==> src/rtl/packet_register_bridge_if.sv <==
// ---------------------------------------------------------------------------
// packet_register_bridge_if
//   Byte stream of the UART packet link. Each beat carries one payload byte
//   plus the packet header, which stays constant for the whole packet.
//
//   Source       8  sending node address
//   Destination  8  receiving node address
//   Length       8  payload length in bytes
//   SoP          1  high with the first payload byte
//   EoP          1  high with the last payload byte
//   Data         8  payload byte
//   Valid        1  one beat per cycle while high
//
//   master : drives the stream
//   slave  : receives the stream
// ---------------------------------------------------------------------------
interface packet_register_bridge_if;
  logic [7:0] Source;
  logic [7:0] Destination;
  logic [7:0] Length;
  logic       SoP;
  logic       EoP;
  logic [7:0] Data;
  logic       Valid;

  modport master (
    output Source, Destination, Length, SoP, EoP, Data, Valid
  );

  modport slave (
    input Source, Destination, Length, SoP, EoP, Data, Valid
  );
endinterface

==> src/rtl/packet_register_bridge.sv <==
// ---------------------------------------------------------------------------
// packet_register_bridge
//   Register-file endpoint between the UART packet receiver and transmitter.
//   Packets addressed to LOCAL_ADDR carry a command byte (00 read, 01 write)
//   and a start address. Writes fill consecutive registers; reads return N
//   consecutive registers as a reply packet to the sender.
//
//   Optional feature: define WRITE_ACK_EN to make every accepted write packet
//   return a one-byte reply holding the number of bytes written.
//
// Parameters
//   LOCAL_ADDR   node address (matched against Destination, used as Source)
//   REG_COUNT    number of 8-bit registers, power of two, 2..256
//
// Ports
//   ipClk        system clock
//   ipReset      asynchronous active-low reset
//   ipRxStream   received packet stream (no backpressure)
//   opTxStream   reply packet stream
//   ipTxReady    transmitter ready; a byte moves on Valid && ipTxReady
//   opRegisters  flat register bank, register i at [8*i+7:8*i]
//   opError      one-cycle pulse on a malformed or rejected packet
// ---------------------------------------------------------------------------
module packet_register_bridge #(
  parameter logic [7:0] LOCAL_ADDR = 8'h01,
  parameter int         REG_COUNT  = 16
) (
  input  logic                     ipClk,
  input  logic                     ipReset,
  packet_register_bridge_if.slave  ipRxStream,
  packet_register_bridge_if.master opTxStream,
  input  logic                     ipTxReady,
  output logic [8*REG_COUNT-1:0]   opRegisters,
  output logic                     opError
);

  localparam int ADDR_W = (REG_COUNT > 2) ? $clog2(REG_COUNT) : 1;

  localparam logic [7:0] CMD_READ  = 8'h00;
  localparam logic [7:0] CMD_WRITE = 8'h01;

  typedef enum logic [2:0] {
    RX_CMD,
    RX_ADDR,
    RX_ARG,
    DISCARD,
    TX_REPLY
  } stateType;

  stateType state, stateNext;

  logic [7:0]        regBank [REG_COUNT];
  logic              isWrite;
  logic [ADDR_W-1:0] regAddr;
  logic              countSeen;
  logic [7:0]        replyDest;
  logic [7:0]        replyLen;
  logic [7:0]        txIdx;
  logic [7:0]        writeCount;
  logic              replyIsAck;

  // Control strobes from the next-state logic to the datapath.
  logic errorNext;
  logic loadCmd;
  logic loadAddr;
  logic doWrite;
  logic loadCount;
  logic startRead;
  logic startAck;
  logic txAdvance;

  logic rxStart;
  assign rxStart = ipRxStream.Valid && ipRxStream.SoP;

  // The payload is delimited by SoP/EoP, so the Length field is not needed.
  logic unusedRxLength;
  assign unusedRxLength = ^ipRxStream.Length;

  // -------------------------------------------------------------------------
  // State register
  // -------------------------------------------------------------------------
  // NOTE: sequential state uses non-blocking assignments so every flop
  // samples the pre-edge values, independent of statement order.
  always_ff @(posedge ipClk or negedge ipReset) begin
    if (!ipReset) state <= RX_CMD;
    else          state <= stateNext;
  end

  // -------------------------------------------------------------------------
  // Next-state and control
  // -------------------------------------------------------------------------
  always_comb begin
    // NOTE: every signal gets a default before the case so no path leaves
    // it unassigned, which would otherwise infer a latch.
    stateNext = state;
    errorNext = 1'b0;
    loadCmd   = 1'b0;
    loadAddr  = 1'b0;
    doWrite   = 1'b0;
    loadCount = 1'b0;
    startRead = 1'b0;
    startAck  = 1'b0;
    txAdvance = 1'b0;

    case (state)
      TX_REPLY: begin
        // Incoming packets are dropped while replying; only a new SoP is
        // reported.
        if (rxStart) errorNext = 1'b1;
        if (ipTxReady) begin
          if (txIdx == replyLen - 8'd1) stateNext = RX_CMD;
          else                          txAdvance = 1'b1;
        end
      end

      default: begin
        if (rxStart) begin
          // A SoP always starts a fresh parse; interrupting an open packet
          // is itself an error.
          if (state != RX_CMD) errorNext = 1'b1;
          if (ipRxStream.Destination != LOCAL_ADDR) begin
            stateNext = ipRxStream.EoP ? RX_CMD : DISCARD;
          end else if (ipRxStream.Data != CMD_READ &&
                       ipRxStream.Data != CMD_WRITE) begin
            errorNext = 1'b1;
            stateNext = ipRxStream.EoP ? RX_CMD : DISCARD;
          end else if (ipRxStream.EoP) begin
            // Command byte alone: no address.
            errorNext = 1'b1;
            stateNext = RX_CMD;
          end else begin
            loadCmd   = 1'b1;
            stateNext = RX_ADDR;
          end
        end else if (ipRxStream.Valid) begin
          case (state)
            RX_ADDR: begin
              loadAddr = 1'b1;
              if (!ipRxStream.EoP) begin
                stateNext = RX_ARG;
              end else if (isWrite) begin
                // Write carrying no data: legal, nothing to store.
`ifdef WRITE_ACK_EN
                startAck  = 1'b1;
                stateNext = TX_REPLY;
`else
                stateNext = RX_CMD;
`endif
              end else begin
                // Read missing its count byte.
                errorNext = 1'b1;
                stateNext = RX_CMD;
              end
            end

            RX_ARG: begin
              if (isWrite) begin
                doWrite = 1'b1;
                if (ipRxStream.EoP) begin
`ifdef WRITE_ACK_EN
                  startAck  = 1'b1;
                  stateNext = TX_REPLY;
`else
                  stateNext = RX_CMD;
`endif
                end
              end else if (!countSeen) begin
                if (ipRxStream.Data == 8'd0) begin
                  errorNext = 1'b1;
                  stateNext = ipRxStream.EoP ? RX_CMD : DISCARD;
                end else begin
                  loadCount = 1'b1;
                  if (ipRxStream.EoP) begin
                    startRead = 1'b1;
                    stateNext = TX_REPLY;
                  end
                end
              end else if (ipRxStream.EoP) begin
                // Bytes after the count are ignored.
                startRead = 1'b1;
                stateNext = TX_REPLY;
              end
            end

            DISCARD: begin
              if (ipRxStream.EoP) stateNext = RX_CMD;
            end

            default: ;
          endcase
        end
      end
    endcase
  end

  // -------------------------------------------------------------------------
  // Datapath
  // -------------------------------------------------------------------------
  always_ff @(posedge ipClk or negedge ipReset) begin
    if (!ipReset) begin
      opError    <= 1'b0;
      isWrite    <= 1'b0;
      regAddr    <= '0;
      countSeen  <= 1'b0;
      replyDest  <= 8'd0;
      replyLen   <= 8'd0;
      txIdx      <= 8'd0;
      writeCount <= 8'd0;
      replyIsAck <= 1'b0;
      // NOTE: the register bank is architecturally visible and must read as
      // zero after reset, so it is reset like any other flop rather than
      // being left to a RAM.
      for (int i = 0; i < REG_COUNT; i++) regBank[i] <= 8'd0;
    end else begin
      opError <= errorNext;

      if (loadCmd) begin
        isWrite   <= ipRxStream.Data[0];
        replyDest <= ipRxStream.Source;
      end

      if (loadAddr) begin
        regAddr    <= ipRxStream.Data[ADDR_W-1:0];
        countSeen  <= 1'b0;
        writeCount <= 8'd0;
      end

      // Address arithmetic is ADDR_W bits wide, so it wraps at REG_COUNT.
      if (doWrite) begin
        regBank[regAddr] <= ipRxStream.Data;
        regAddr          <= regAddr + ADDR_W'(1);
        writeCount       <= writeCount + 8'd1;
      end

      if (loadCount) begin
        replyLen  <= ipRxStream.Data;
        countSeen <= 1'b1;
      end

      if (startRead) begin
        replyIsAck <= 1'b0;
        txIdx      <= 8'd0;
      end

      if (startAck) begin
        replyIsAck <= 1'b1;
        replyLen   <= 8'd1;
        txIdx      <= 8'd0;
      end

      if (txAdvance) txIdx <= txIdx + 8'd1;
    end
  end

  // -------------------------------------------------------------------------
  // Outputs
  // -------------------------------------------------------------------------
  logic              txActive;
  logic [ADDR_W-1:0] txRegIdx;

  assign txActive = (state == TX_REPLY);
  // Registers cannot change during a reply (Rx is ignored), so reading the
  // bank combinationally keeps Data stable while the transmitter stalls.
  assign txRegIdx = regAddr + txIdx[ADDR_W-1:0];

  assign opTxStream.Valid       = txActive;
  assign opTxStream.SoP         = txActive && (txIdx == 8'd0);
  assign opTxStream.EoP         = txActive && (txIdx == replyLen - 8'd1);
  assign opTxStream.Source      = txActive ? LOCAL_ADDR : 8'd0;
  assign opTxStream.Destination = txActive ? replyDest  : 8'd0;
  assign opTxStream.Length      = txActive ? replyLen   : 8'd0;
  assign opTxStream.Data        = !txActive  ? 8'd0 :
                                  replyIsAck ? writeCount :
                                               regBank[txRegIdx];

  for (genvar g = 0; g < REG_COUNT; g++) begin : g_flat
    assign opRegisters[8*g +: 8] = regBank[g];
  end

endmodule

==> src/flat_wrapper.sv <==
// flat-port wrapper written by rule: the top's interface ports become plain ports
module packet_register_bridge_flat 
#(
  parameter logic [7:0] LOCAL_ADDR = 8'h01,
  parameter int         REG_COUNT  = 16
)
  (ipClk, ipReset, ipTxReady, opRegisters, opError, ipRxStream_Source, ipRxStream_Destination, ipRxStream_Length, ipRxStream_SoP, ipRxStream_EoP, ipRxStream_Data, ipRxStream_Valid, opTxStream_Source, opTxStream_Destination, opTxStream_Length, opTxStream_SoP, opTxStream_EoP, opTxStream_Data, opTxStream_Valid);
  packet_register_bridge_if ipRxStream_i ();
  packet_register_bridge_if opTxStream_i ();
  input  logic ipClk;
  input  logic ipReset;
  input  logic ipTxReady;
  output logic [8*REG_COUNT-1:0] opRegisters;
  output logic opError;
  input wire logic [$bits(ipRxStream_i.Source)-1:0] ipRxStream_Source;
  input wire logic [$bits(ipRxStream_i.Destination)-1:0] ipRxStream_Destination;
  input wire logic [$bits(ipRxStream_i.Length)-1:0] ipRxStream_Length;
  input wire logic [$bits(ipRxStream_i.SoP)-1:0] ipRxStream_SoP;
  input wire logic [$bits(ipRxStream_i.EoP)-1:0] ipRxStream_EoP;
  input wire logic [$bits(ipRxStream_i.Data)-1:0] ipRxStream_Data;
  input wire logic [$bits(ipRxStream_i.Valid)-1:0] ipRxStream_Valid;
  output wire logic [$bits(opTxStream_i.Source)-1:0] opTxStream_Source;
  output wire logic [$bits(opTxStream_i.Destination)-1:0] opTxStream_Destination;
  output wire logic [$bits(opTxStream_i.Length)-1:0] opTxStream_Length;
  output wire logic [$bits(opTxStream_i.SoP)-1:0] opTxStream_SoP;
  output wire logic [$bits(opTxStream_i.EoP)-1:0] opTxStream_EoP;
  output wire logic [$bits(opTxStream_i.Data)-1:0] opTxStream_Data;
  output wire logic [$bits(opTxStream_i.Valid)-1:0] opTxStream_Valid;
  assign ipRxStream_i.Source = ipRxStream_Source;
  assign ipRxStream_i.Destination = ipRxStream_Destination;
  assign ipRxStream_i.Length = ipRxStream_Length;
  assign ipRxStream_i.SoP = ipRxStream_SoP;
  assign ipRxStream_i.EoP = ipRxStream_EoP;
  assign ipRxStream_i.Data = ipRxStream_Data;
  assign ipRxStream_i.Valid = ipRxStream_Valid;
  assign opTxStream_Source = opTxStream_i.Source;
  assign opTxStream_Destination = opTxStream_i.Destination;
  assign opTxStream_Length = opTxStream_i.Length;
  assign opTxStream_SoP = opTxStream_i.SoP;
  assign opTxStream_EoP = opTxStream_i.EoP;
  assign opTxStream_Data = opTxStream_i.Data;
  assign opTxStream_Valid = opTxStream_i.Valid;
  packet_register_bridge #(.LOCAL_ADDR(LOCAL_ADDR), .REG_COUNT(REG_COUNT)) u_core (.ipClk(ipClk), .ipReset(ipReset), .ipRxStream(ipRxStream_i), .opTxStream(opTxStream_i), .ipTxReady(ipTxReady), .opRegisters(opRegisters), .opError(opError));
endmodule
==> config.mk <==
export PLATFORM = sky130hd
export DESIGN_NAME = packet_register_bridge_flat
export DESIGN_NICKNAME = d
export VERILOG_FILES = /design/src/rtl/packet_register_bridge_if.sv /design/src/rtl/packet_register_bridge.sv /design/src/flat_wrapper.sv
export SDC_FILE = /design/constraint.sdc
export NUM_CORES = 1
export LEC_CHECK = 0
export ABC_AREA = 1
export CAP_MARGIN = 20
export CORE_ASPECT_RATIO = 0.9
export CORE_MARGIN = 2
export CORE_UTILIZATION = 50
export CTS_CLUSTER_DIAMETER = 40
export DETAILED_ROUTE_END_ITERATION = 6
export HOLD_SLACK_MARGIN = 0.15
export PLACE_DENSITY = 0.92
export SKIP_LAST_GASP = 1
export SYNTH_ARGS = -nofsm -noshare
export SYNTH_HDL_FRONTEND = slang
export SYNTH_SLANG_ARGS = --single-unit
==> constraint.sdc <==
create_clock -name ipClk -period 3.1 [get_ports ipClk]
set_input_delay 0.62 -clock ipClk [delete_from_list [all_inputs] [get_ports ipClk]]
set_output_delay 0.62 -clock ipClk [all_outputs]
set_load 0.01 [all_outputs]
==> results of run 1 <==
==> what timing repair did <==
| action | CTS | global route |
|---|---|---|
| buffers inserted | 5 | 2 |
| hold buffers | 0 | 0 |
| pin swaps | 22 | 6 |
| cloned | 5 | 1 |
| resized for setup | 87 | 12 |
| setup endpoints to repair | 9 | 9 |
==> registers in the layout (all words and copies together), names as in the netlist <==
| register | flops |
|---|---|
| u_core.opRegisters | 128 |
| u_core.replyDest | 8 |
| u_core.replyLen | 8 |
| u_core.txIdx | 8 |
| u_core.regAddr | 4 |
| u_core.state | 3 |
| u_core.countSeen | 1 |
| u_core.isWrite | 1 |
| u_core.opError | 1 |
==> Yosys cell counts <==
cell / n
sky130_fd_sc_hd__ha_1: 10
sky130_fd_sc_hd__nand4_1: 4
sky130_fd_sc_hd__inv_1: 69
sky130_fd_sc_hd__a31oi_1: 1
sky130_fd_sc_hd__o21ai_2: 1
sky130_fd_sc_hd__buf_2: 5
sky130_fd_sc_hd__nand3_1: 27
sky130_fd_sc_hd__o22ai_1: 1
sky130_fd_sc_hd__o211ai_1: 2
sky130_fd_sc_hd__nor3_4: 1
sky130_fd_sc_hd__buf_1: 4
sky130_fd_sc_hd__o221ai_1: 2
sky130_fd_sc_hd__nor2_1: 42
sky130_fd_sc_hd__conb_1: 1
sky130_fd_sc_hd__buf_6: 12
sky130_fd_sc_hd__nor2_4: 3
sky130_fd_sc_hd__nor3_1: 6
sky130_fd_sc_hd__o21ai_0: 150
sky130_fd_sc_hd__fa_1: 1
sky130_fd_sc_hd__a32oi_1: 14
sky130_fd_sc_hd__mux2i_1: 9
sky130_fd_sc_hd__clkinv_1: 1
sky130_fd_sc_hd__nand2_2: 12
sky130_fd_sc_hd__inv_2: 2
sky130_fd_sc_hd__o21ai_1: 15
sky130_fd_sc_hd__nand2_1: 329
sky130_fd_sc_hd__a32o_1: 16
sky130_fd_sc_hd__a21oi_1: 40
sky130_fd_sc_hd__a21boi_0: 1
sky130_fd_sc_hd__xor2_1: 8
sky130_fd_sc_hd__xnor2_1: 5
sky130_fd_sc_hd__nand3_2: 2
sky130_fd_sc_hd__dfrtp_1: 162
sky130_fd_sc_hd__clkbuf_1: 31
sky130_fd_sc_hd__buf_4: 8
sky130_fd_sc_hd__mux2_2: 2
sky130_fd_sc_hd__nor4_1: 6
==> layout make-up <==
type,instances,area [µm²],area share
Clock inverter,12,201,0.0177
Timing Repair Buffer,225,2340,0.206
Inverter,72,270,0.0238
Sequential cell,162,4060,0.357
Multi-Input combinational cell,717,3760,0.331
Clock buffer,20,467,0.0411
Tap cell,207,259,0.0228
==> logic make-up (layout without fill, tap and decap cells) <==
logic type | Yosys count | count (layout) | synth area share
AND/OR/NAND/NOR | 432 | 432 | 0.216
AO/OA/AOI/OAI | 243 | 243 | 0.167
flip-flops | 162 | 162 | 0.495
buffers and inverters | 132 | 329 | 0.0760
XOR/XNOR | 13 | 13 | 0.0139
adder cells (fa/ha/maj) | 11 | 11 | 0.0177
multiplexers | 11 | 11 | 0.0138
other | 1 | 7 | 0.000458
==> cells in the final DEF, fill, tap and decap left out, types with 10 or more instances in the layout <==
cell / instances
sky130_fd_sc_hd__clkdlybuf4s50_1: 176
sky130_fd_sc_hd__dfrtp_1: 161
sky130_fd_sc_hd__nand2_1: 328
sky130_fd_sc_hd__nand2_2: 13
sky130_fd_sc_hd__o21ai_0: 149
sky130_fd_sc_hd__a32oi_2: 10
sky130_fd_sc_hd__buf_4: 21
sky130_fd_sc_hd__inv_1: 66
sky130_fd_sc_hd__nor2_1: 33
sky130_fd_sc_hd__clkbuf_16: 18
sky130_fd_sc_hd__a21oi_1: 28
sky130_fd_sc_hd__a32o_2: 11
sky130_fd_sc_hd__nand3_1: 26
sky130_fd_sc_hd__o21ai_1: 16
==> how the worst min path moves through the flow <==
stage | cells past startpoint | slack, ns | startpoint | endpoint
6_report | 2 | 0.31 | ipReset | u_core.replyDest[5]$_DFFE_PN0P_
5_1_grt | 2 | 0.41 | ipReset | u_core.replyDest[5]$_DFFE_PN0P_
4_1_cts | 2 | 0.37 | ipReset | u_core.replyDest[5]$_DFFE_PN0P_
3_5_place_dp | 2 | 0.48 | u_core.replyDest[2]$_DFFE_PN0P_ | u_core.replyDest[2]$_DFFE_PN0P_
3_3_place_gp | 2 | 0.47 | u_core.replyDest[1]$_DFFE_PN0P_ | u_core.replyDest[1]$_DFFE_PN0P_
2_1_floorplan | 0 | 0.32 | ipReset | u_core.countSeen$_DFFE_PN0P_
==> worst register-to-register path, cell delays in order, from the launching register on <==
cell and delay [ns]:
sky130_fd_sc_hd__dfrtp_1 0.39, sky130_fd_sc_hd__inv_1 0.09, sky130_fd_sc_hd__nand3_2 0.08, sky130_fd_sc_hd__buf_4 0.25, sky130_fd_sc_hd__nand3_2 0.17, sky130_fd_sc_hd__nor3_4 0.28
sky130_fd_sc_hd__nand3_1 0.58, sky130_fd_sc_hd__o21ai_0 0.45
==> through the flow <==
step	TNS (ns)	cells	setup WS, ns	area, µm²
after floorplan	0	1011	0.137	8210
after global placement	-0.749	1370	-0.133	10300
after detailed placement	-1.08	1370	-0.175	10300
after CTS	-1.08	1412	-0.160	11300
after global routing	-2.42	1415	-0.334	11400
final	-1.77	1415	-0.256	11400
==> power by group through the flow <==
stage / Sequential (mW) / Combinational, mW / Clock, mW
global route: 2.39 / 6.05 / 2.48
global placement: 2.39 / 3.96 / 0
floorplan: 2.38 / 2.67 / 0
finish: 2.38 / 5.79 / 2.39
CTS: 2.36 / 5.23 / 2.39
detailed placement: 2.40 / 4.07 / 0
==> metal layers <==
layer | vias to the layer above | GRT usage
li1 | 3700 | -
met1 | 3974 | 0.405
met2 | 711 | 0.524
met3 | 177 | 0.0938
met4 | 0 | 0.174
met5 | - | 0
==> run summary, run 1 <==
CP arrival: 2.74 ns
fraction of power consumed by combinational cells: 0.548
total design power: 10.6 mW
slew at the pin closest to its max-slew limit: 0.862 ns
switch share: 0.411
Bufs on Longest Clock Path: 2
effective utilization at floorplan: 0.509
wire length of the first global-routing pass: 44.7 mm
share of the cycle needed by the critical path after routing: 1.08
average vias per placed instance: 6.05
final critical-path required period: 3.36 ns
Internal Pwr Total: 6.21 mW
final setup violation count: 8
global-route total usage across every layer: 0.327
setup repair after global routing missed its margin: yes
VDD IR-drop max: 0.000865 V
Final ANT Viol Nets: 0
DIE AREA: 17,400 µm²
leakage power summed over all cells: 4.93 nW
fraction of final layout cells sized beyond drive strength 1: 0.128
fin worst setup slack: -0.256 ns
maximum net fanout on the critical path: 8
number of detailed-route iterations in the first pass: 6
initial antenna violation count: 0
area added between synthesis and finish: 38.7%
type of the worst min-delay path: in2async
worst flop-to-flop path startpoint: u_core.state[0]$_DFFE_PN0P_
clock share of power: 0.226
count of buffers from port buffering: 186
pins over their slew limit: 0
sequential area share after synthesis: 0.495
worst setup path startpoint: u_core.txIdx[0]$_DFFE_PN0P_
Detailed Place HPWL: 17.6 mm
Yosys cell types: 37
average size of a mapped cell: 8.15 µm²
Yosys reg bits: 162
number of gates on the worst path with buffers counted: 12
worst setup slack for register-to-register paths: 0.68 ns
Cell Area, Synth: 8190 µm²
Hold Slack: 0.309 ns
Top Ports: 202
root buffer cell: sky130_fd_sc_hd__clkbuf_16
top metal layer carrying routed signals: met4
share of the synthesized area in the top cell type: 0.495
net count of the finished layout: 1,244
CP Cell Sequence: ha_2 -> inv_2 -> fa_2 -> buf_6 -> buf_16 -> a21oi_1 -> a32oi_2 -> mux2i_1 -> nand2_1 -> nand2_1 -> nor2_2 -> buf_2
post-synth top area cell: sky130_fd_sc_hd__dfrtp_1
Final Hold Viols: 0
result of the run: finished, violations left
cts bufs inserted: 17
highest clock rate: 298 MHz
Net Sw Power: 4.34 mW
via count: 8,562
failing checks: negative setup slack
number of diodes: 0
Max-cap violations: 0
Worst Path Buf+Inv: 4
placement row count: 44
clock transition at the registers of the reported paths: 0.06 ns
gate family responsible for the most delay along the worst path: adder cells
Crit path largest cell delay: 0.60 ns
type of the worst setup path: reg2out
worst slew margin relative to its limit: 0.425
required time worst endpoint: 2.48 ns
crit end category: output pin
Clock Skew: 0.00870 ns
number of global-route vias before repair: 8,305
pin count of the biggest net entering global routing: 163
# clock sinks: 162
Most common cell on crit path: sky130_fd_sc_hd__nand2_1
Final GP Congestion: 0.940
WL final: 28.8 mm
total length of routed met2 wires: 13.2 mm
largest cells by area after synthesis: sky130_fd_sc_hd__dfrtp_1, sky130_fd_sc_hd__nand2_1, sky130_fd_sc_hd__o21ai_0
Post-Synthesis Cells: 1,005
sequential power share: 0.225
TritonCTS clock tree: built
CP Launch Type: flop
Clk Latency, worst-skew pair: 0.44 ns
worst setup path endpoint: opTxStream_Data[0]
htree depth: 4
Register-to-Register Path Depth: 7
placeable core area: 16,100 µm²
final design utilization: 0.706
power density normalized to cell area: 930 nW/µm²
cell type of the slowest stage on the worst timing path: sky130_fd_sc_hd__fa_2
global route total overflow: 0
number of synthesis warnings: 0
count of unresolved DRC violations after routing: 0
number of fill cells: 1,099
total met3 wirelength after detailed routing: 3.38 mm
Horiz. Die Dim: 139 µm
1st-iter DRT viols: 1,259
post-route met1 wirelength: 10.5 mm
per-cell routed wire length: 20.3 µm
vertical die dimension: 125 µm
destination of the worst register-to-register timing path: u_core.opRegisters[31]$_DFFE_PN0P_
Note: power is estimated with default switching activity, not from simulation.
==> run 2, diff against run 1 <==
--- a/config.mk
+++ b/config.mk
@@ -9,11 +9,12 @@
 export CAP_MARGIN = 20
 export CORE_ASPECT_RATIO = 0.9
 export CORE_MARGIN = 2
-export CORE_UTILIZATION = 50
+export CORE_UTILIZATION = 40
 export CTS_CLUSTER_DIAMETER = 40
 export DETAILED_ROUTE_END_ITERATION = 6
 export HOLD_SLACK_MARGIN = 0.15
-export PLACE_DENSITY = 0.92
+export PLACE_DENSITY = 0.78
+export SETUP_SLACK_MARGIN = 0.2
 export SKIP_LAST_GASP = 1
 export SYNTH_ARGS = -nofsm -noshare
 export SYNTH_HDL_FRONTEND = slang
==> run 2 against run 1 <==
Effect of this change: the run still ends with negative setup slack left; clock power fell by 12%; via count fell by 5.9%; largest cell class unchanged; critical path depth fell by 1; sequential cell count did not move; non-clock buffer count rose by 4.
==> run summary, run 2 (synthesis results as in run 1) <==
worst slew margin relative to its limit: 0.588 (was 0.425)
htree depth: 4 (unchanged)
cell type of the slowest stage on the worst timing path: sky130_fd_sc_hd__fa_2 (unchanged)
vertical die dimension: 140 µm (was 125 µm)
highest clock rate: 299 MHz (was 298 MHz)
Clk Latency, worst-skew pair: 0.43 ns (was 0.44 ns)
CP Launch Type: flop (unchanged)
failing checks: negative setup slack (unchanged)
initial antenna violation count: 0 (unchanged)
CP arrival: 2.72 ns (was 2.74 ns)
slew at the pin closest to its max-slew limit: 0.616 ns (was 0.862 ns)
# clock sinks: 162 (unchanged)
DIE AREA: 21,600 µm² (was 17,400 µm²)
Worst Path Buf+Inv: 4 (unchanged)
WL final: 26.8 mm (was 28.8 mm)
fin worst setup slack: -0.242 ns (was -0.256 ns)
top metal layer carrying routed signals: met4 (unchanged)
effective utilization at floorplan: 0.408 (was 0.509)
final non-filler cell area: 11,300 µm² (was 11,400 µm²)
placement row count: 49 (was 44)
clock transition at the registers of the reported paths: 0.06 ns (about the same)
Max-cap violations: 0 (unchanged)
maximum net fanout on the critical path: 16 (was 8)
total length of routed met2 wires: 12.3 mm (was 13.2 mm)
number of diodes: 0 (unchanged)
type of the worst min-delay path: reg2reg (was in2async)
net count of the finished layout: 1,248 (was 1,244)
final design utilization: 0.562 (was 0.706)
result of the run: finished, violations left (unchanged)
type of the worst setup path: reg2out (unchanged)
average vias per placed instance: 5.49 (was 6.05)
fraction of final layout cells sized beyond drive strength 1: 0.132 (was 0.128)
VDD IR-drop max: 0.000603 V (was 0.000865 V)
per-cell routed wire length: 18.3 µm (was 20.3 µm)
via count: 8,056 (was 8,562)
Final GP Congestion: 0.880 (was 0.940)
Horiz. Die Dim: 155 µm (was 139 µm)
setup repair after global routing missed its margin: yes (unchanged)
pin count of the biggest net entering global routing: 86 (was 163)
number of flip-flops under the largest register name: 128 (unchanged)
Clock Skew: 0.00940 ns (was 0.00870 ns)
power density normalized to cell area: 862 nW/µm² (was 930 nW/µm²)
Detailed Place HPWL: 18.6 mm (was 17.6 mm)
root buffer cell: sky130_fd_sc_hd__clkbuf_16 (unchanged)
DP Worst Slack: -0.229 ns (was -0.175 ns)
Most common cell on crit path: sky130_fd_sc_hd__buf_12 (was sky130_fd_sc_hd__nand2_1)
wire length of the first global-routing pass: 41.9 mm (was 44.7 mm)
global route total overflow: 0 (unchanged)
CP Cell Sequence: ha_2 -> inv_2 -> fa_2 -> buf_12 -> buf_12 -> a21oi_1 -> a32o_2 -> nand2_1 -> a21oi_2 -> nor2_1 -> buf_2 (was ha_2 -> inv_2 -> fa_2 -> buf_6 -> buf_16 -> a21oi_1 -> a32oi_2 -> mux2i_1 -> nand2_1 -> nand2_1 -> nor2_2 -> buf_2)
final setup violation count: 8 (unchanged)
1st-iter DRT viols: 743 (was 1,259)
Crit path largest cell delay: 0.47 ns (was 0.60 ns)
count of unresolved DRC violations after routing: 0 (unchanged)
Top Ports: 202 (unchanged)
commonest cells after routing, fill and taps aside: sky130_fd_sc_hd__nand2_1, sky130_fd_sc_hd__clkdlybuf4s50_1, sky130_fd_sc_hd__dfrtp_1 (unchanged)
total design power: 9.72 mW (was 10.6 mW)
Final ANT Viol Nets: 0 (unchanged)
final critical-path required period: 3.34 ns (was 3.36 ns)
leakage power summed over all cells: 4.88 nW (was 4.93 nW)
count of buffers from port buffering: 186 (unchanged)
post-route met1 wirelength: 11.1 mm (was 10.5 mm)
share of the cycle needed by the critical path after routing: 1.08 (about the same)
number of global-route vias before repair: 7,588 (was 8,305)
cts bufs inserted: 17 (unchanged)
required time worst endpoint: 2.48 ns (about the same)
TritonCTS clock tree: built (unchanged)
area added between synthesis and finish: 37.7% (was 38.7%)
placeable core area: 20,000 µm² (was 16,100 µm²)
Bufs on Longest Clock Path: 2 (unchanged)
gate family responsible for the most delay along the worst path: adder cells (unchanged)
global-route total usage across every layer: 0.249 (was 0.327)
pins over their slew limit: 0 (unchanged)
total met3 wirelength after detailed routing: 2.38 mm (was 3.38 mm)
most common library cell in the layout ignoring fill and taps: sky130_fd_sc_hd__nand2_1 (unchanged)
total cell area at the placement stage: 10,300 µm² (about the same)
Final Hold Viols: 0 (unchanged)
number of detailed-route iterations in the first pass: 6 (unchanged)
crit end category: output pin (unchanged)
==> run 2: changes by cell type in the layout (fill, tap and decap cells not counted), moves of 4 or more <==
cell | previous run | this run
sky130_fd_sc_hd__buf_6 | 6 | 2
sky130_fd_sc_hd__a32o_1 | 5 | 1
sky130_fd_sc_hd__a32o_2 | 11 | 15
sky130_fd_sc_hd__buf_4 | 21 | 33
==> run 2: layout make-up <==
cell class | instances | area, µm²
Clock buffer | 23 | 488
Clock inverter | 9 | 104
Fill cell | 1775 | 8770
Inverter | 72 | 274
Multi-Input combinational cell | 717 | 3770
Sequential cell | 162 | 4060
Tap cell | 255 | 319
Timing Repair Buffer | 229 | 2270
==> run 2: metal layers <==
layer,vias up,global-route usage
met5,-,0
met4,0,0.0970
met3,80,0.0592
met2,421,0.389
met1,3853,0.338
li1,3702,-
==> run 2: through the flow <==
step	instances	hold slack (ns)	setup TNS [ns]
3_5_place_dp	1423	0.475	-1.18
5_1_grt	1467	0.507	-2.09
3_3_place_gp	1423	0.466	-1.03
6_report	1467	0.490	-1.32
2_1_floorplan	1011	0.324	0
4_1_cts	1464	0.490	-1.13
==> run 2: final timing paths <==
kind | startpoint | endpoint | slack [ns] | depth (start not counted)
max | u_core.regAddr[0]$_DFFE_PN0P_ | opTxStream_Data[7] | -0.24 | 11
min | u_core.replyDest[1]$_DFFE_PN0P_ | u_core.replyDest[1]$_DFFE_PN0P_ | 0.49 | 2
max reg2reg | u_core.state[2]$_DFFE_PN0P_ | u_core.opRegisters[125]$_DFFE_PN0P_ | 1.01 | 8
min reg2reg | u_core.replyDest[1]$_DFFE_PN0P_ | u_core.replyDest[1]$_DFFE_PN0P_ | 0.49 | 2
max in group asynchronous | ipReset | u_core.opRegisters[56]$_DFFE_PN0P_ | 1.59 | 3
min in group asynchronous | ipReset | u_core.replyDest[1]$_DFFE_PN0P_ | 0.67 | 2
==> run 2: tightest hold or removal path: cells and delay by family, from the launching register on <==
kind | cells | cell delay [ns]
AO/OA/AOI/OAI | 1 | 0.06
flip-flops | 1 | 0.35
AND/OR/NAND/NOR | 1 | 0.05
==> run 2: power by group <==
group | internal [mW] | switching, mW | total (mW)
registers | 2.24 | 0.130 | 2.37
logic | 2.16 | 3.08 | 5.24
clock network | 1.27 | 0.845 | 2.11
==> run 2: what timing repair did <==
action / 4_1_cts / 5_1_grt
resized for setup: 91 / 4
hold buffers: 1 / 0
setup endpoints to repair: 12 / 9
buffers inserted: 6 / 3
endpoints found under the hold margin: 41 / 0
gates cloned: 2 / 0
pin swaps: 26 / 1
==> run 3, diff against run 2 <==
--- a/config.mk
+++ b/config.mk
@@ -8,7 +8,7 @@
 export ABC_AREA = 1
 export CAP_MARGIN = 20
 export CORE_ASPECT_RATIO = 0.9
-export CORE_MARGIN = 2
+export CORE_MARGIN = 1.5
 export CORE_UTILIZATION = 40
 export CTS_CLUSTER_DIAMETER = 40
 export DETAILED_ROUTE_END_ITERATION = 6
==> run 3 against run 2 <==
Effect of this change: the run still ends with negative setup slack left; first-iteration DRC count shrank 3.6%; combinational power is 9.0% lower; largest cell class unchanged; critical path depth up 1; clock skew increased by 0.0038 ns; count of clock-buffer cells in the layout is 3 lower; design area decreased by 1.3%; sequential cell count unchanged; largest power group unchanged; global-route usage decreased by 0.084 points.
==> run summary, run 3 (synthesis results as in run 1) <==
result of the run: finished, violations left (unchanged)
failing checks: negative setup slack (unchanged)
type of the worst min-delay path: in2async (was reg2reg)
TritonCTS clock tree: built (unchanged)
net count of the finished layout: 1,249 (was 1,248)
maximum net fanout on the critical path: 7 (was 16)
global-route total usage across every layer: 0.249 (about the same)
pin count of the biggest net entering global routing: 69 (was 86)
share of the cycle needed by the critical path after routing: 1.07 (was 1.08)
effective utilization at floorplan: 0.408 (unchanged)
Horiz. Die Dim: 154 µm (was 155 µm)
via count: 7,965 (was 8,056)
Cell Count Post-Placement: 1,425 (was 1,423)
Net Sw Power: 3.82 mW (was 4.05 mW)
worst slew margin relative to its limit: 0.477 (was 0.588)
average vias per placed instance: 5.42 (was 5.49)
root buffer cell: sky130_fd_sc_hd__clkbuf_16 (unchanged)
fraction of power consumed by combinational cells: 0.511 (was 0.539)
Final GP Congestion: 0.906 (was 0.880)
switch share: 0.410 (was 0.417)
WL final: 26.1 mm (was 26.8 mm)
final critical-path required period: 3.32 ns (was 3.34 ns)
Bufs on Longest Clock Path: 2 (unchanged)
leakage power summed over all cells: 4.85 nW (was 4.88 nW)
Top Ports: 202 (unchanged)
gate family responsible for the most delay along the worst path: adder cells (unchanged)
clock share of power: 0.235 (was 0.217)
clock transition at the registers of the reported paths: 0.06 ns (about the same)
Detailed Place HPWL: 18.4 mm (was 18.6 mm)
VDD IR-drop max: 0.000492 V (was 0.000603 V)
area added between synthesis and finish: 36.0% (was 37.7%)
placement row count: 49 (unchanged)
slew at the pin closest to its max-slew limit: 0.784 ns (was 0.616 ns)
most common library cell in the layout ignoring fill and taps: sky130_fd_sc_hd__nand2_1 (unchanged)
commonest cells after routing, fill and taps aside: sky130_fd_sc_hd__nand2_1, sky130_fd_sc_hd__clkdlybuf4s50_1, sky130_fd_sc_hd__dfrtp_1 (unchanged)
cts bufs inserted: 17 (unchanged)
CP arrival: 2.70 ns (was 2.72 ns)
global route total overflow: 0 (unchanged)
total design power: 9.32 mW (was 9.72 mW)
initial antenna violation count: 1 (was 0)
Final ANT Viol Nets: 0 (unchanged)
Crit path largest cell delay: 0.65 ns (was 0.47 ns)
final setup violation count: 8 (unchanged)
# clock sinks: 162 (unchanged)
count of unresolved DRC violations after routing: 0 (unchanged)
fin worst setup slack: -0.218 ns (was -0.242 ns)
type of the worst setup path: reg2out (unchanged)
number of flip-flops under the largest register name: 128 (unchanged)
number of detailed-route iterations in the first pass: 7 (was 6)
total cell area at the placement stage: 10,300 µm² (about the same)
DP Worst Slack: -0.213 ns (was -0.229 ns)
1st-iter DRT viols: 716 (was 743)
placeable core area: 20,000 µm² (unchanged)
count of buffers from port buffering: 186 (unchanged)
sequential power share: 0.254 (was 0.244)
pins over their slew limit: 0 (unchanged)
Clock Skew: 0.0132 ns (was 0.00940 ns)
per-cell routed wire length: 17.8 µm (was 18.3 µm)
power density normalized to cell area: 837 nW/µm² (was 862 nW/µm²)
filler-free cell count of the finished design: 1,469 (was 1,467)
htree depth: 4 (unchanged)
highest clock rate: 301 MHz (was 299 MHz)
Worst Path Buf+Inv: 4 (unchanged)
Internal Pwr Total: 5.50 mW (was 5.66 mW)
number of global-route vias before repair: 7,578 (was 7,588)
crit end category: output pin (unchanged)
required time worst endpoint: 2.48 ns (about the same)
Hold Slack: 0.173 ns (was 0.490 ns)
fraction of final layout cells sized beyond drive strength 1: 0.121 (was 0.132)
number of fill cells: 1,739 (was 1,775)
Final Hold Viols: 0 (unchanged)
CP Launch Type: flop (unchanged)
Clk Latency, worst-skew pair: 0.43 ns (about the same)
final non-filler cell area: 11,100 µm² (was 11,300 µm²)
cell type of the slowest stage on the worst timing path: sky130_fd_sc_hd__fa_2 (unchanged)
CP Cell Sequence: ha_2 -> inv_2 -> fa_2 -> buf_6 -> buf_6 -> a21oi_2 -> a32oi_1 -> mux2i_1 -> nand2_1 -> nand2_1 -> nor2_2 -> buf_2 (was ha_2 -> inv_2 -> fa_2 -> buf_12 -> buf_12 -> a21oi_1 -> a32o_2 -> nand2_1 -> a21oi_2 -> nor2_1 -> buf_2)
Max-cap violations: 0 (unchanged)
wire length of the first global-routing pass: 41.4 mm (was 41.9 mm)
vertical die dimension: 139 µm (was 140 µm)
DIE AREA: 21,300 µm² (was 21,600 µm²)
setup repair after global routing missed its margin: yes (unchanged)
[run 3: through the flow]
stage	setup TNS (ns)	utilization
3_5_place_dp	-1.35	0.516
3_3_place_gp	-1.27	0.516
5_1_grt	-2.41	0.555
2_1_floorplan	0	-
6_report	-1.44	0.555
4_1_cts	-1.40	0.553
[run 3: final timing paths]
check | start | endpoint | slack [ns] | cells past startpoint
max | u_core.regAddr[0]$_DFFE_PN0P_ | opTxStream_Data[5] | -0.22 | 12
min in group ipClk | u_core.replyDest[6]$_DFFE_PN0P_ | u_core.replyDest[6]$_DFFE_PN0P_ | 0.49 | 2
min | ipReset | u_core.replyDest[3]$_DFFE_PN0P_ | 0.17 | 1
min reg2reg | u_core.replyDest[6]$_DFFE_PN0P_ | u_core.replyDest[6]$_DFFE_PN0P_ | 0.49 | 2
max reg2reg | u_core.state[0]$_DFFE_PN0P_ | u_core.opRegisters[59]$_DFFE_PN0P_ | 0.78 | 10
max in group asynchronous | ipReset | u_core.opRegisters[0]$_DFFE_PN0P_ | 2.15 | 2
[run 3: worst register-to-register path: cells and delay by family (launching register included)]
family / cells / cell delay (ns)
buffers and inverters: 3 / 0.51
AND/OR/NAND/NOR: 6 / 1.18
AO/OA/AOI/OAI: 1 / 0.10
flip-flops: 1 / 0.39
[run 3: repair_timing]
action | CTS | global route
cloned | 1 | 0
buffers inserted | 8 | 2
pin swaps | 21 | 7
gates resized for setup | 74 | 5
endpoints found under the setup margin | 9 | 8
hold buffers | 0 | 0
[run 3: cell type report]
type                            count  area [µm²]  share of cell area
Tap cell                          255         319              0.0287
Sequential cell                   162        4060               0.364
Inverter                           72         273              0.0245
Antenna cell                        1        2.50            0.000225
Multi-Input combinational cell    717        3650               0.328
Clock buffer                       20         457              0.0410
Clock inverter                     12         158              0.0142
Timing Repair Buffer              230        2220               0.199
[run 3: metal layers]
| metal | track usage | vias up | wire length [µm] |
|---|---|---|---|
| met3 | 0.0497 | 52 | 1900 |
| met1 | 0.333 | 3876 | 11300 |
| met2 | 0.399 | 330 | 12300 |
| li1 | - | 3707 | - |
| met4 | 0.0945 | 0 | 702 |
| met5 | 0 | - | 0 |
[run 3: power by group through the flow]
stage	Sequential, mW	Combinational, mW	Clock [mW]
global route	2.38	5.14	2.29
finish	2.36	4.77	2.19
detailed placement	2.40	4.05	0
global placement	2.39	3.97	0
floorplan	2.38	2.68	0
CTS	2.36	4.59	2.21
